File: config.mk
export PLATFORM = sky130hd
export DESIGN_NAME = reg_file
export DESIGN_NICKNAME = d
export VERILOG_FILES = /design/src/rtl/reg_file.sv
export SDC_FILE = /design/constraint.sdc
export NUM_CORES = 1
export LEC_CHECK = 0
export BUFFER_PORTS_ARGS = -buffer_cell sky130_fd_sc_hd__buf_2
export CAP_MARGIN = 20
export CORE_MARGIN = 5
export CORE_UTILIZATION = 35
export CTS_CLUSTER_DIAMETER = 150
export DETAILED_ROUTE_END_ITERATION = 7
export PLACE_DENSITY = 0.61
export SLEW_MARGIN = 15
export SYNTH_ARGS = -nofsm -noshare
export SYNTH_HDL_FRONTEND = slang
export SYNTH_SLANG_ARGS = --single-unit
File: constraint.sdc
create_clock -name clk -period 3.1 [get_ports clk]
set_clock_uncertainty 0.05 [all_clocks]
set_input_delay 0.62 -clock clk [delete_from_list [all_inputs] [get_ports clk]]
set_output_delay 0.62 -clock clk [all_outputs]
set_load 0.05 [all_outputs]
File: src/rtl/reg_file.sv
// reg_file: 16-entry register file with two combinational read ports, one
// write-back port with same-cycle bypass, a RUN/HALTED state machine that
// freezes the architectural state once a HALT retires, and a 16-bit count
// of committed register writes.
module reg_file #(
  parameter int DATA_W   = 16,
  parameter int ZERO_REG = 1
) (
  input  logic              clk,
  input  logic              rst_n,
  input  logic              we,
  input  logic [3:0]        wr_addr,
  input  logic [DATA_W-1:0] wr_data,
  input  logic              halt_in,
  input  logic [3:0]        rd0_addr,
  input  logic [3:0]        rd1_addr,
  output logic [DATA_W-1:0] rd0_data,
  output logic [DATA_W-1:0] rd1_data,
  output logic              halted,
  output logic [15:0]       wr_count
);

  localparam int NUM_REGS = 16;

  // Two-state retirement FSM; HALTED is absorbing until reset.
  localparam logic [0:0] ST_RUN    = 1'b0;
  localparam logic [0:0] ST_HALTED = 1'b1;

  localparam bit ZERO_EN = (ZERO_REG != 0);

  logic [DATA_W-1:0] regs [NUM_REGS];
  logic [0:0]        state;
  logic              in_run;
  logic              wr_is_r0;
  logic              commit;

  // Decide whether the write-back transaction this cycle is architecturally
  // committed. The same signal gates the register update, the bypass and the
  // counter, so a suppressed write can never leak through any of them.
  // Gating with rst_n keeps the bypass silent while reset is held, so every
  // read returns zero during reset. Evaluating in_run first means an unknown
  // we while HALTED still resolves commit to a clean 0.
  always_comb begin
    in_run   = (state == ST_RUN);
    wr_is_r0 = ZERO_EN && (wr_addr == 4'd0);
    commit   = rst_n && in_run && !halt_in && we && !wr_is_r0;
  end

  // Next-state logic for the FSM: leave RUN when a HALT marker retires,
  // independent of we; HALTED holds until rst_n.
  always_ff @(posedge clk or negedge rst_n) begin
    if (!rst_n) begin
      state <= ST_RUN;
    end else if (in_run && halt_in) begin
      state <= ST_HALTED;
    end
  end

  assign halted = (state == ST_HALTED);

  // Register array update. All entries clear on reset so that a post-reset
  // debug dump reads all zeros.
  // NOTE: this storage is deliberately flops with a reset, not a RAM macro;
  //       resetting a memory array forces it into flip-flops, which is what
  //       the clear-on-reset behaviour requires.
  always_ff @(posedge clk or negedge rst_n) begin
    if (!rst_n) begin
      for (int i = 0; i < NUM_REGS; i++) begin
        regs[i] <= '0;
      end
    end else if (commit) begin
      regs[wr_addr] <= wr_data;
    end
  end

  // Count committed writes only; wraps silently at 16 bits and freezes in
  // HALTED because commit is never asserted there.
  always_ff @(posedge clk or negedge rst_n) begin
    if (!rst_n) begin
      wr_count <= '0;
    end else if (commit) begin
      wr_count <= wr_count + 16'd1;
    end
  end

  // Read port 0: R0 hard-wired to zero when enabled, then bypass of a
  // committing write to the same address, otherwise the stored value.
  // NOTE: rd0_data is assigned first in every path of this always_comb so no
  //       latch is inferred when none of the branches match.
  always_comb begin
    rd0_data = regs[rd0_addr];
    if (ZERO_EN && (rd0_addr == 4'd0)) begin
      rd0_data = '0;
    end else if (commit && (rd0_addr == wr_addr)) begin
      rd0_data = wr_data;
    end
  end

  // Read port 1: same priority as port 0, evaluated independently so both
  // ports may bypass the same write in one cycle.
  always_comb begin
    rd1_data = regs[rd1_addr];
    if (ZERO_EN && (rd1_addr == 4'd0)) begin
      rd1_data = '0;
    end else if (commit && (rd1_addr == wr_addr)) begin
      rd1_data = wr_data;
    end
  end

endmodule

==> flow_results.org, run 1 <==
** Clock tree
- Hold repair after CTS inserted 0 buffers.
- CTS tree :: done
- Clock-pin slew was measured on the worst setup and hold paths at 0.06 ns.
- Source-to-sink clock delay at the later pin of the worst-skew pair :: 0.56 ns
- Maximum count of clock buffers along a single path :: 3
- H-tree levels :: 1
- Inserted Clock Buffers :: 30
- Clock sink count :: 273
- Clock tree synthesis selected as its root buffer the cell sky130_fd_sc_hd__clkbuf_16.

** Floorplanning
- Die height :: 214 µm
- The core region is 41,000 µm².
- After floorplanning, the core was divided into 74 placement rows.
- The initial utilization of the core area, before any placement, comes to between 30% and 40%.
- I/O pin cnt :: 81
- Die ar. :: ~46,000 µm²
- Die extent in x :: 214 µm

** Yosys
- The synthesized netlist occupies a cell area of roughly 15,000 µm².
- After synthesis, the largest area contributor takes up 46.8% of total cell area.
- Ranked by total cell area, the synthesized netlist is headed by sky130_fd_sc_hd__dfrtp_1 (47%), sky130_fd_sc_hd__mux4_2 (20%), sky130_fd_sc_hd__mux2_2 (18%), sky130_fd_sc_hd__a22oi_1 (3.0%), sky130_fd_sc_hd__a22o_1 (1.9%).
- Synth Instances :: 987
- Yosys printed 0 warnings.
- The synthesized design contains 273 register bits.
- Mean Syn Cell Area :: 14.8 µm²
- Post-Synthesis Net Count :: between 1,000 and 1,500
- Count of unique library cells instantiated by Yosys :: 34
- Summed over all instances, the cell type with the most area after synthesis is sky130_fd_sc_hd__dfrtp_1.
- Proportion of synthesized chip area in sequential cells :: 46.8%

** Route
- For this block, the initial DRC count from the detailed router was approximately 660.
- In this run the top signal layer used is met4.
- Routed length on met3 :: 2040 µm
- DR vias :: about 9,400
- Met2 Routed Length :: 21,200 µm
- Detail-routed via count per cell :: roughly 5.7
- Summed over all layers, the routed wires come to 42,100 µm.
- The detail route stage leaves a number of antenna-violating nets equal to 0.
- In the final routed layout, each cell accounts on average for approximately 26 µm.
- The pre-antenna-repair detailed-routing pass consisted of 5 iterations.
- Wl on met1 :: 17,600 µm
- # DRC :: 0

** Setup path
- The worst setup path is captured at a primary output.
- The worst setup path is of the reg2out kind.
- Required time of the critical path :: 2.43 ns
- For the worst flop-to-flop path, the logic depth is 5.
- The worst setup path is launched from a flip-flop.
- Along the worst path, the maximum fanout reaches 7.
- Arrival time of the worst setup path :: between 2 and 2.5 ns

** STA
- Highest clock rate :: ~330 MHz
- Max-slew violation count :: 0
- For the finished layout, the period the worst path requires is 3.04 ns.
- Setup repair after global routing could not meet its margin everywhere.
- For the pin with the worst max-slew slack, the measured transition is 0.906 ns.
- Across all setup checks in the final design, the least slack found is 0.0622 ns.
- Period utilization :: approximately 100%
- Setup violations remaining at the end of the flow were counted as 0.
- Final hold violation count :: 0
- Headroom to the max-slew limit :: between 30% and 40%
- Minimum hold slack :: 0.133 ns

** Pwr
- In this run the power density over the cells is 464 nW/µm².
- Of the total power, registers draw 45.4%.
- Net switching fraction of the power :: 23.8%
- Combinational cells account for 7.7% of the total power.
- Clock group share of total power :: around 47%
- Switch Pwr :: 1.89 mW
- Cell-internal power :: 6.07 mW
- Across the VDD grid, the largest voltage drop is around 270 µV.
- Leakage power figure :: 8.11 nW

** Cells and area
- Antenna cell count :: 0
- Seq. cell area :: roughly 6800 µm²
- Area of the multi-input gates :: 7220 µm²
- The layout has 3,718 filler cells.
- Nets@finish :: 1,111
- Share of layout cells above drive strength 1 :: 55.1%
- Relative to the synthesized area, the layout overhead comes to 17.6%.

** Global route
- Number of antenna violations at the first check in global routing :: 0
- Largest net degree at the start of global routing :: 151
- For this run the aggregate overflow at the end of global routing stands at 0.
- The number of global-route vias before repair is 9,954.
- Global routing used a little under a fifth of the available tracks across all layers.
- Global-route wire length before repair :: 64,100 µm

** Placement
- Detailed placement ended at an HPWL of 26,200 µm.
- At the end of routability-driven placement, the weighted congestion stood at 0.775.
- Before CTS, the worst setup slack after placement is -0.0309 ns.
- The count of buffers added on input and output ports is 80.

** Min path
- The worst hold path belongs to the class in2async.

** Run status
- Result of the run :: finished clean

** Job
- Count of max-cap constraint violations :: 0
[cells by family (layout without fill, tap and decap cells)]
logic type / count (synthesis) / in the layout / synth area share [%]
DFF: 273 / 273 / 46.8
and+or+nand+nor: 117 / 117 / 4.44
AOI/OAI and AO/OA: 93 / 93 / 5.08
muxes: 368 / 368 / 38.3
adders and majority gates: 1 / 1 / 0.0858
xor gates and xnor gates: 23 / 23 / 1.38
buffers and inverters: 112 / 224 / 3.89
[registers in the layout, summed over array words and instances, names as in the netlist]
name	cells
regs	256
halted	1
wr_count	16
[layout make-up]
cell class | instances | share of cell area [%]
multi-input cells | 602 | 42.1
flip-flops and latches | 273 | 39.8
repair buffers | 166 | 8.11
clock buffers | 44 | 5.28
well taps | 532 | 3.88
clock inverters | 9 | 0.700
inverters | 5 | 0.109
[layer usage]
metal / track usage [%] / vias to the layer above
met5: 0 / -
met4: 5.60 / 0
met3: 2.36 / 69
met2: 30.9 / 293
met1: 24.0 / 5029
li1: - / 3975
[per-stage QoR]
step | util (%) | cell area, µm² | instances | power (mW) | TNS [ns]
final | 41.8 | 17100 | 1631 | 7.96 | 0
after global routing | 41.8 | 17100 | 1631 | 8.22 | -0.373
after CTS | 41.4 | 17000 | 1620 | 8.03 | 0
after detailed placement | 38.8 | 15900 | 1567 | 4.28 | -0.0692
after global placement | 38.8 | 15900 | 1567 | 4.28 | -0.0924
after floorplan | - | 14600 | 987 | 3.99 | 0
[worst paths after layout]
check / endpoint / slack [ns] / startpoint
max reg2reg: regs[169] / 0.70 / halted
max: rd0_data[5] / 0.06 / halted
min in group clk: halted / 0.22 / halt_in
min: regs[177] / 0.13 / rst_n
min reg2reg: regs[254] / 0.34 / regs[254]
max in group asynchronous: regs[240] / 1.31 / rst_n
[worst max-delay path, stage by stage (launching register included)]
cell and delay (ns):
sky130_fd_sc_hd__dfrtp_1 0.38, sky130_fd_sc_hd__nand4bb_1 0.27, sky130_fd_sc_hd__nor2_4 0.25, sky130_fd_sc_hd__and2_1 0.24
sky130_fd_sc_hd__buf_4 0.21, sky130_fd_sc_hd__a22o_1 0.22, sky130_fd_sc_hd__buf_4 0.22
[synthesized netlist by cell type (all sizes together)]
cell / instances
dfrtp: 273
mux2: 240
mux4: 128
a22oi: 59
clkbuf: 58
nand2: 51
buf: 49
a22o: 32
nand3: 17
xor2: 15
nor2: 10
nor2b: 10
xnor2: 8
nor3: 7
nor4: 7
and2: 5
inv: 5
nand4: 3
a21oi: 2
and3: 2
or2: 2
ha: 1
nand4bb: 1
nor3b: 1
or4: 1
[power groups by stage]
stage          registers (mW)  clock network, mW  logic [mW]
2_1_floorplan            3.70                  0       0.291
3_3_place_gp             3.68                  0       0.598
3_5_place_dp             3.68                  0       0.603
4_1_cts                  3.61               3.81       0.607
5_1_grt                  3.62               3.94       0.665
6_report                 3.62               3.73       0.617
[repair_timing]
| item | CTS | global route |
|---|---|---|
| cloned | 0 | 2 |
| endpoints found under the setup margin | 32 | 24 |
| setup buffers | 0 | 9 |
| gates resized for setup | 14 | 23 |
| pin swaps | 1 | 1 |
[cell usage in the layout (no fill, tap or decap), types with 6 or more instances in the layout]
| cell type | synthesis | routed |
|---|---|---|
| sky130_fd_sc_hd__nand2_2 | 6 | 6 |
| sky130_fd_sc_hd__mux2_2 | 235 | 235 |
| sky130_fd_sc_hd__nor2b_1 | 10 | 9 |
| sky130_fd_sc_hd__buf_2 | 27 | 53 |
| sky130_fd_sc_hd__buf_4 | 10 | 73 |
| sky130_fd_sc_hd__nor2_1 | 10 | 8 |
| sky130_fd_sc_hd__nand2_1 | 45 | 45 |
| sky130_fd_sc_hd__clkbuf_16 | 0 | 33 |
| sky130_fd_sc_hd__clkinv_2 | 0 | 6 |
| sky130_fd_sc_hd__clkbuf_8 | 0 | 8 |
| sky130_fd_sc_hd__buf_6 | 10 | 6 |
| sky130_fd_sc_hd__a22o_1 | 32 | 31 |
| sky130_fd_sc_hd__xnor2_1 | 8 | 8 |
| sky130_fd_sc_hd__dfrtp_1 | 273 | 273 |
| sky130_fd_sc_hd__clkbuf_4 | 0 | 14 |
| sky130_fd_sc_hd__buf_12 | 0 | 17 |
| sky130_fd_sc_hd__mux4_2 | 128 | 128 |
| sky130_fd_sc_hd__a22oi_1 | 59 | 56 |
| sky130_fd_sc_hd__xor2_1 | 15 | 15 |
| sky130_fd_sc_hd__nand3_1 | 15 | 15 |
Note: power is estimated with default switching activity, not from simulation.
==> inputs of run 2 (changes only) <==
--- a/config.mk
+++ b/config.mk
@@ -7,11 +7,12 @@
 export LEC_CHECK = 0
 export BUFFER_PORTS_ARGS = -buffer_cell sky130_fd_sc_hd__buf_2
 export CAP_MARGIN = 20
-export CORE_MARGIN = 5
-export CORE_UTILIZATION = 35
+export CORE_MARGIN = 4
+export CORE_UTILIZATION = 29
+export CTS_BUF_LIST = sky130_fd_sc_hd__clkbuf_4
 export CTS_CLUSTER_DIAMETER = 150
 export DETAILED_ROUTE_END_ITERATION = 7
-export PLACE_DENSITY = 0.61
+export PLACE_DENSITY = 0.54
 export SLEW_MARGIN = 15
 export SYNTH_ARGS = -nofsm -noshare
 export SYNTH_HDL_FRONTEND = slang
==> run 2 against run 1 <==
Compared with the run above:
- sequential cell count unchanged
- critical path depth increased by 1
- clock power is 15% lower
- critical endpoint is now rd0_data[8]
- highest routed layer is now met5
- final cell count is 13% higher
- sequential power is essentially flat
- die area up 18%
- maximum frequency down 0.77%
- sequential share of layout area down 1.5 points
- count of clock-buffer cells in the layout grew 67
- largest power group is now sequential cells
- hold slack better by 0.21 ns
- core utilization down 5.7 points
- first-iteration DRC count is 11% lower
==> flow_results.org, run 2 (synthesis gave the netlist of run 1 again) <==
** Route
- Number of iterations in the first detailed-routing pass :: 4 (was 5)
- The final wirelength came to 45,000 µm (was 42,100 µm).
- Routed len/inst :: 24.4 µm (was 25.8 µm)
- The total vias in the final route came to 9,712 (was 9,366).
- The total DRC errors in the routed layout was 0 (unchanged).
- The DRC marker count from the first detailed-route iteration is 589 (was 663).
- The detail-routed via count per cell was 5.26 (was 5.74).
- Count of nets left with antenna violations after detail routing :: 0 (unchanged)

** STA
- The total count of max-transition violations in the final report was 0 (unchanged).
- The transition time at the pin with the least slew margin is 0.942 ns (was 0.906 ns).
- Headroom to the max-slew limit :: 37.1% (was 39.6%)
- The minimum setup slack in the final design was 0.0385 ns (was 0.0622 ns).
- Setup repair after global routing missed its margin: true (unchanged).
- Highest clock rate :: 327 MHz (was 329 MHz)
- The post-route clock period utilization is 98.8% (was 98.0%).
- The number of hold violations in the final report was 0 (unchanged).
- The shortest period the worst path allows was 3.06 ns (was 3.04 ns).
- The final setup violation count came to 0 (unchanged).

** Floorplanning
- Core footprint :: 49,400 µm² (was 41,000 µm²)
- Die ar. :: 53,900 µm² (was 45,900 µm²)
- The number of standard-cell rows in the floorplan was 81 (was 74).
- Initial core utilization :: 29.6% (was 35.6%)
- The count of pins on the block boundary was 81 (unchanged).
- The die height was 232 µm (was 214 µm).
- The die extent in x is 232 µm (was 214 µm).

** Min path
- The worst hold path was traced through 0 stages.
- The worst hold-check path type was reg2reg (was in2async).

** Global route
- Global routing usage summed across all routing layers :: 16.9% (was 18.0%)
- Largest net degree at the start of global routing :: 156 (was 151)
- The number of antenna violations at the first check in global routing came to 6 (was 0).
- The final global-route overflow total is 0 (unchanged).
- Via count of the first global-routing pass :: 10,483 (was 9,954)
- Global-route wire length before repair :: 68,000 µm (was 64,100 µm)

** Placement
- GPL Wtd Cong :: 0.769 (was 0.775)
- The area of placed instances came to 16,400 µm² (was 15,900 µm²).
- Post-Place Worst Slack :: -0.0386 ns (was -0.0309 ns)
- Count of input and output buffers :: 80 (unchanged)
- HPWL after detailed placement :: 28,100 µm (was 26,200 µm)

** Cells and area
- Finished Cell Area :: 17,800 µm² (was 17,100 µm²)
- Register ranked first by flip-flop count :: regs (unchanged)
- The flip-flop count of the largest register after layout is 256 (unchanged).
- The most common cell after layout, fill and taps aside is sky130_fd_sc_hd__dfrtp_1 (unchanged).
- Synthesis-to-layout area growth :: 22.2% (was 17.6%)
- The share of final-layout standard cells stronger than drive strength 1 was 60.3% (was 55.1%).
- Nets@finish :: 1,163 (was 1,111)
- Top library cells by usage in the layout, fill and taps aside :: sky130_fd_sc_hd__dfrtp_1 (273), sky130_fd_sc_hd__mux2_2 (235), sky130_fd_sc_hd__mux4_2 (128), sky130_fd_sc_hd__clkbuf_4 (111), sky130_fd_sc_hd__buf_4 (66) (was sky130_fd_sc_hd__dfrtp_1 (273), sky130_fd_sc_hd__mux2_2 (235), sky130_fd_sc_hd__mux4_2 (128), sky130_fd_sc_hd__buf_4 (73), sky130_fd_sc_hd__a22oi_1 (56))
- The number of fill cells in the layout was 4,769 (was 3,718).

** Setup path
- The kind of end point of the critical path is a primary output (unchanged).
- The startpoint-to-endpoint class of the critical path was in2out (was reg2out).
- The data required time at the worst endpoint came to 2.43 ns (about the same).
- The cell count of the worst reg-to-reg path came to 5 (unchanged).
- The worst path arrival time came to 2.39 ns (was 2.37 ns).
- Largest fanout of any net on the critical path :: 16 (was 7)
- The startpoint kind of the worst setup timing path was an input port (was flip-flop).

** Pwr
- The peak supply drop was 169 µV (was 265 µV).
- The leakage power figure came to 8.36 nW (was 8.11 nW).
- The total power per unit cell area was 418 nW/µm² (was 464 nW/µm²).

** Clock tree
- The H-tree level count came to 3 (was 1).
- The clock tree root buffer cell was sky130_fd_sc_hd__clkbuf_4 (was sky130_fd_sc_hd__clkbuf_16).
- CTS tree :: done (unchanged)
- The worst-skew pair later-pin latency came to 0.73 ns (was 0.56 ns).
- The CTS buffer count came to 76 (was 30).
- Clock sink count :: 273 (unchanged)
- The maximum clock insertion buffer count is 3 (unchanged).
- The CTS clock-pin slew for the worst setup and hold paths came to 0.06 ns (about the same).

** Run status
- Result of the run: finished clean (unchanged).

** Job
- The max capacitance violation total was 0 (unchanged).
run 2: cell count changes in the layout (fill, tap and decap cells not counted), sizes merged:
cell	before	now
diode	0	2
clkinvlp	0	1
clkbuf	60	113
dlygate4sd3	0	2
clkinv	6	12
inv	5	8
buf	150	168
bufinv	3	0
run 2: path summary, 6_finish.rpt:
kind                                  start  slack, ns           end
worst max-delay path            rd0_addr[1]       0.04   rd0_data[8]
worst min-delay path              regs[246]       0.34     regs[246]
worst max register to register       halted       0.79     regs[170]
worst min register to register    regs[246]       0.34     regs[246]
max in group asynchronous             rst_n       1.01     regs[234]
min in group asynchronous             rst_n       0.59  wr_count[15]
run 2: power by group:
group	leakage (nW)	total (mW)	internal [mW]	switching (mW)
clock	0.542	3.16	1.63	1.54
combinational	4.03	0.662	0.245	0.417
sequential	3.79	3.62	3.59	0.0239
total	8.36	7.44	5.46	1.98
run 2: metrics by stage:
step           setup TNS, ns  power (mW)  std cells  hold WS, ns  utilization (%)
3_5_place_dp          -0.116        4.31       1704        0.334             33.2
3_3_place_gp         -0.0841        4.31       1704        0.327             33.2
2_1_floorplan              0        3.99        987        0.274                -
6_report                   0        7.44       1845        0.339             36.1
4_1_cts               -0.478        7.57       1836        0.233             35.7
5_1_grt              -0.0124        7.81       1844        0.316             36.1
run 2: worst max-delay path: stages:
cell and delay, ns:
sky130_fd_sc_hd__buf_2 0.14, sky130_fd_sc_hd__buf_12 0.16, sky130_fd_sc_hd__nor2b_1 0.74, sky130_fd_sc_hd__a22oi_1 0.23, sky130_fd_sc_hd__nand2_1 0.11, sky130_fd_sc_hd__a22o_1 0.19, sky130_fd_sc_hd__buf_6 0.18
run 2: repair_timing:
item / CTS / global route
buffers inserted: 2 / 5
pin swaps: 5 / 3
cloned: 1 / 2
endpoints found under the setup margin: 32 / 25
resized for setup: 57 / 24
endpoints found under the hold margin: 45 / 0
hold buffers: 2 / 0
run 2: metal layers:
layer	track usage [%]	wire length (µm)
met5	0	55
met4	5.88	1130
met3	3.96	2750
met2	27.4	22000
met1	22.2	19100
run 2: layout make-up:
type | count | area [µm²] | area share [%]
antenna | 2 | 5.00 | 0.0281
clock buffer | 111 | 833 | 4.68
multi-input combinational | 602 | 7460 | 41.9
tap | 664 | 831 | 4.66
timing repair buffer | 172 | 1780 | 9.99
inverter | 5 | 18.8 | 0.105
clock inverter | 16 | 63.8 | 0.358
sequential | 273 | 6830 | 38.3
==> inputs of run 3 (changes only) <==
--- a/config.mk
+++ b/config.mk
@@ -9,7 +9,6 @@
 export CAP_MARGIN = 20
 export CORE_MARGIN = 4
 export CORE_UTILIZATION = 29
-export CTS_BUF_LIST = sky130_fd_sc_hd__clkbuf_4
 export CTS_CLUSTER_DIAMETER = 150
 export DETAILED_ROUTE_END_ITERATION = 7
 export PLACE_DENSITY = 0.54
==> run 3 against run 2 <==
Compared with the run above:
- final area is 2.1% lower
- sequential cell count stayed put
- first-iteration DRC count stayed put
- final cell count is 4.5% lower
- routed wire length is 2.3% lower
- sequential share of layout area is 0.84 points higher
- die area stayed put
- via count is 4.3% lower
- sequential power hardly changed
- combinational power is 4.2% lower
- global-route usage is 0.37 points lower
- largest cell class unchanged
- largest power group unchanged
==> flow_results.org, run 3 (synthesis gave the netlist of run 1 again) <==
** Cells and area
- Synthesis-to-layout area growth :: 19.6% (was 22.2%)
- Number of flip-flops under the largest register name :: 256 (unchanged)
- Share of layout cells above drive strength 1 :: 54.2% (was 60.3%)
- The most flop-heavy register was regs (unchanged).
- The number of fill cells in the layout came to 4,739 (was 4,769).
- Nets@finish :: 1,107 (was 1,163)
- The post-route cell area is 17,400 µm² (was 17,800 µm²).
- The area of all sequential standard cells is 6830 µm² (unchanged).
- The number of non-filler instances in the completed layout is 1,762 (was 1,845).
- The most common cell after layout, fill and taps aside is sky130_fd_sc_hd__dfrtp_1 (unchanged).
- Area of the multi-input gates :: 7210 µm² (was 7460 µm²)
- Top library cells by usage in the layout, fill and taps aside :: sky130_fd_sc_hd__dfrtp_1 (273), sky130_fd_sc_hd__mux2_2 (235), sky130_fd_sc_hd__mux4_2 (128), sky130_fd_sc_hd__buf_2 (61), sky130_fd_sc_hd__a22oi_1 (58) (was sky130_fd_sc_hd__dfrtp_1 (273), sky130_fd_sc_hd__mux2_2 (235), sky130_fd_sc_hd__mux4_2 (128), sky130_fd_sc_hd__clkbuf_4 (111), sky130_fd_sc_hd__buf_4 (66))

** Setup path
- The critical-path maximum fanout was 13 (was 16).
- CP max-delay cell :: sky130_fd_sc_hd__dfrtp_1 (was sky130_fd_sc_hd__nor2b_1)
- The kind of end point of the critical path is a primary output (unchanged).
- CP Depth :: 6 (was 7)
- Number of buffer and inverter stages on the critical path :: 2 (was 3)
- The cell count of the worst reg-to-reg path came to 5 (unchanged).
- CP startpoint kind :: flip-flop (was input port)
- The cell family with the largest share of critical-path delay was simple AND/OR/NAND/NOR gates (unchanged).
- Series of cell instances along the critical path :: nand4bb_1 > nor2_4 > and2_1 > buf_12 > a22o_1 > buf_2 (was buf_2 > buf_12 > nor2b_1 > a22oi_1 > nand2_1 > a22o_1 > buf_6)
- The startpoint-to-endpoint class of the critical path is reg2out (was in2out).
- CP peak stage delay :: 0.38 ns (was 0.74 ns)
- The data required time at the worst endpoint came to 2.43 ns (about the same).
- Arrival time of the worst setup path :: 2.36 ns (was 2.39 ns)

** Clock tree
- CTS tree :: done (unchanged)
- The clock sink count was 273 (unchanged).
- The maximum clock insertion buffer count was 3 (unchanged).
- Source-to-sink clock delay at the later pin of the worst-skew pair :: 0.57 ns (was 0.73 ns)
- The hold buffer count at cts was 0 (was 2).
- The H-tree level count came to 1 (was 3).
- CTS clock-pin slew for the worst setup and hold paths :: 0.06 ns (about the same)
- Inserted Clock Buffers :: 30 (was 76)
- CTS Root Cell :: sky130_fd_sc_hd__clkbuf_16 (was sky130_fd_sc_hd__clkbuf_4)

** Global route
- The wire length of the first global-routing pass came to 67,000 µm (was 68,000 µm).
- Global route total overflow :: 0 (unchanged)
- Largest net degree at the start of global routing :: 156 (unchanged)
- The number of antenna violations at the first check in global routing is 5 (was 6).
- The overall fraction of global-route tracks in use was 16.5% (was 16.9%).
- The number of global-route vias before repair was 10,075 (was 10,483).

** Floorplanning
- Die height :: 232 µm (unchanged)
- The standard cell core area came to 49,400 µm² (unchanged).
- Initial core utilization :: 29.6% (unchanged)
- The die extent in x was 232 µm (unchanged).
- I/O pin cnt :: 81 (unchanged)
- The die outline area is 53,900 µm² (unchanged).
- The number of standard-cell rows in the floorplan came to 81 (unchanged).

** STA
- Final hold violation count :: 0 (unchanged)
- Setup repair after global routing missed its margin: false (was true).
- Worst path setup slack after routing :: 0.0719 ns (was 0.0385 ns)
- The relative max-transition margin was 39.3% (was 37.1%).
- The shortest period the worst path allows is 3.03 ns (was 3.06 ns).
- The transition time at the pin with the least slew margin came to 0.910 ns (was 0.942 ns).
- Period utilization :: 97.7% (was 98.8%)
- The maximum clock frequency is 330 MHz (was 327 MHz).
- The final setup violation count is 0 (unchanged).
- Max-slew violation count :: 0 (unchanged)

** Route
- The final wirelength was 43,900 µm (was 45,000 µm).
- Number of iterations in the first detailed-routing pass :: 4 (unchanged)
- DR vias :: 9,298 (was 9,712)
- The total DRC errors in the routed layout came to 0 (unchanged).
- The count of nets left with antenna violations after detail routing was 0 (unchanged).
- Detail-routed via count per cell :: 5.28 (was 5.26)
- Routed len/inst :: 24.9 µm (was 24.4 µm)
- The DRC marker count from the first detailed-route iteration came to 589 (unchanged).

** Placement
- The number of cells in the design after placement is 1,704 (unchanged).
- HPWL after detailed placement :: 28,100 µm (unchanged)
- The area of placed instances is 16,400 µm² (unchanged).
- The worst setup slack after placement came to -0.0386 ns (unchanged).
- GPL Wtd Cong :: 0.769 (unchanged)
- Count of input and output buffers :: 80 (unchanged)

** Pwr
- The overall power of the completed layout was 7.79 mW (was 7.44 mW).
- The peak supply drop was 431 µV (was 169 µV).
- Leakage power figure :: 8.11 nW (was 8.36 nW)
- The total power per unit cell area is 447 nW/µm² (was 418 nW/µm²).

** Min path
- Classification of the worst-slack hold path :: in2async (was reg2reg)

** Job
- The max capacitance violation total was 0 (unchanged).

** Run status
- Result of the run :: finished clean (unchanged)
run 3: cell types whose count changed in the layout (fill, tap and decap cells not counted), moves of 3 or more:
cell and change:
sky130_fd_sc_hd__a22oi_1 +23, sky130_fd_sc_hd__buf_2 +14, sky130_fd_sc_hd__clkbuf_16 +29, sky130_fd_sc_hd__a22o_4 -12, sky130_fd_sc_hd__a22oi_2 -23, sky130_fd_sc_hd__a22o_1 +11
sky130_fd_sc_hd__inv_2 -3, sky130_fd_sc_hd__clkbuf_1 +11, sky130_fd_sc_hd__clkinv_1 -12, sky130_fd_sc_hd__buf_6 -12, sky130_fd_sc_hd__clkinv_2 +3, sky130_fd_sc_hd__clkbuf_4 -110
sky130_fd_sc_hd__buf_4 -9, sky130_fd_sc_hd__clkbuf_8 +6
run 3: stage by stage:
step | setup TNS [ns] | util [%] | hold slack (ns)
after floorplan | 0 | - | 0.274
after global placement | -0.0841 | 33.2 | 0.327
after detailed placement | -0.116 | 33.2 | 0.334
after CTS | 0 | 35.3 | 0.192
after global routing | 0 | 35.3 | 0.223
final | 0 | 35.3 | 0.163
run 3: worst register-to-register path: stages (launching register included):
cell	delay [ns]
sky130_fd_sc_hd__dfrtp_1	0.38
sky130_fd_sc_hd__nand4bb_1	0.29
sky130_fd_sc_hd__buf_4	0.24
sky130_fd_sc_hd__nor3_2	0.30
sky130_fd_sc_hd__nand2_2	0.56
sky130_fd_sc_hd__mux2_2	0.48
run 3: final timing paths:
path / startpoint / to / slack (ns)
setup / recovery: halted / rd0_data[8] / 0.07
hold / removal: rst_n / wr_count[15] / 0.16
setup reg to reg: halted / regs[174] / 0.67
hold reg to reg: regs[246] / regs[246] / 0.34
max in group asynchronous: rst_n / regs[53] / 1.44
min in group clk: halt_in / halted / 0.21
run 3: what timing repair did:
action	CTS	global route
resized for setup	5	9
setup endpoints to repair	31	18
pin swaps	0	1
cloned	1	0
setup buffers	0	1
run 3: cell type report:
| class | count | area share (%) |
|---|---|---|
| tap | 664 | 4.76 |
| timing repair buffer | 162 | 9.09 |
| clock inverter | 7 | 0.387 |
| inverter | 5 | 0.108 |
| multi-input combinational | 602 | 41.3 |
| sequential | 273 | 39.2 |
| clock buffer | 48 | 5.16 |
| antenna | 1 | 0.0143 |
run 3: routing by layer:
metal  up-vias  track usage, %  wire length [µm]
li1       3979               -                 -
met1      5013            22.6             19100
met2       231            27.0             21300
met3        67            3.34              2540
met4         8            4.04               962
met5         -               0                55
run 3: power breakdown:
part | internal, mW | switching [mW]
registers | 3.59 | 0.0239
clock network | 2.06 | 1.49
logic | 0.231 | 0.403
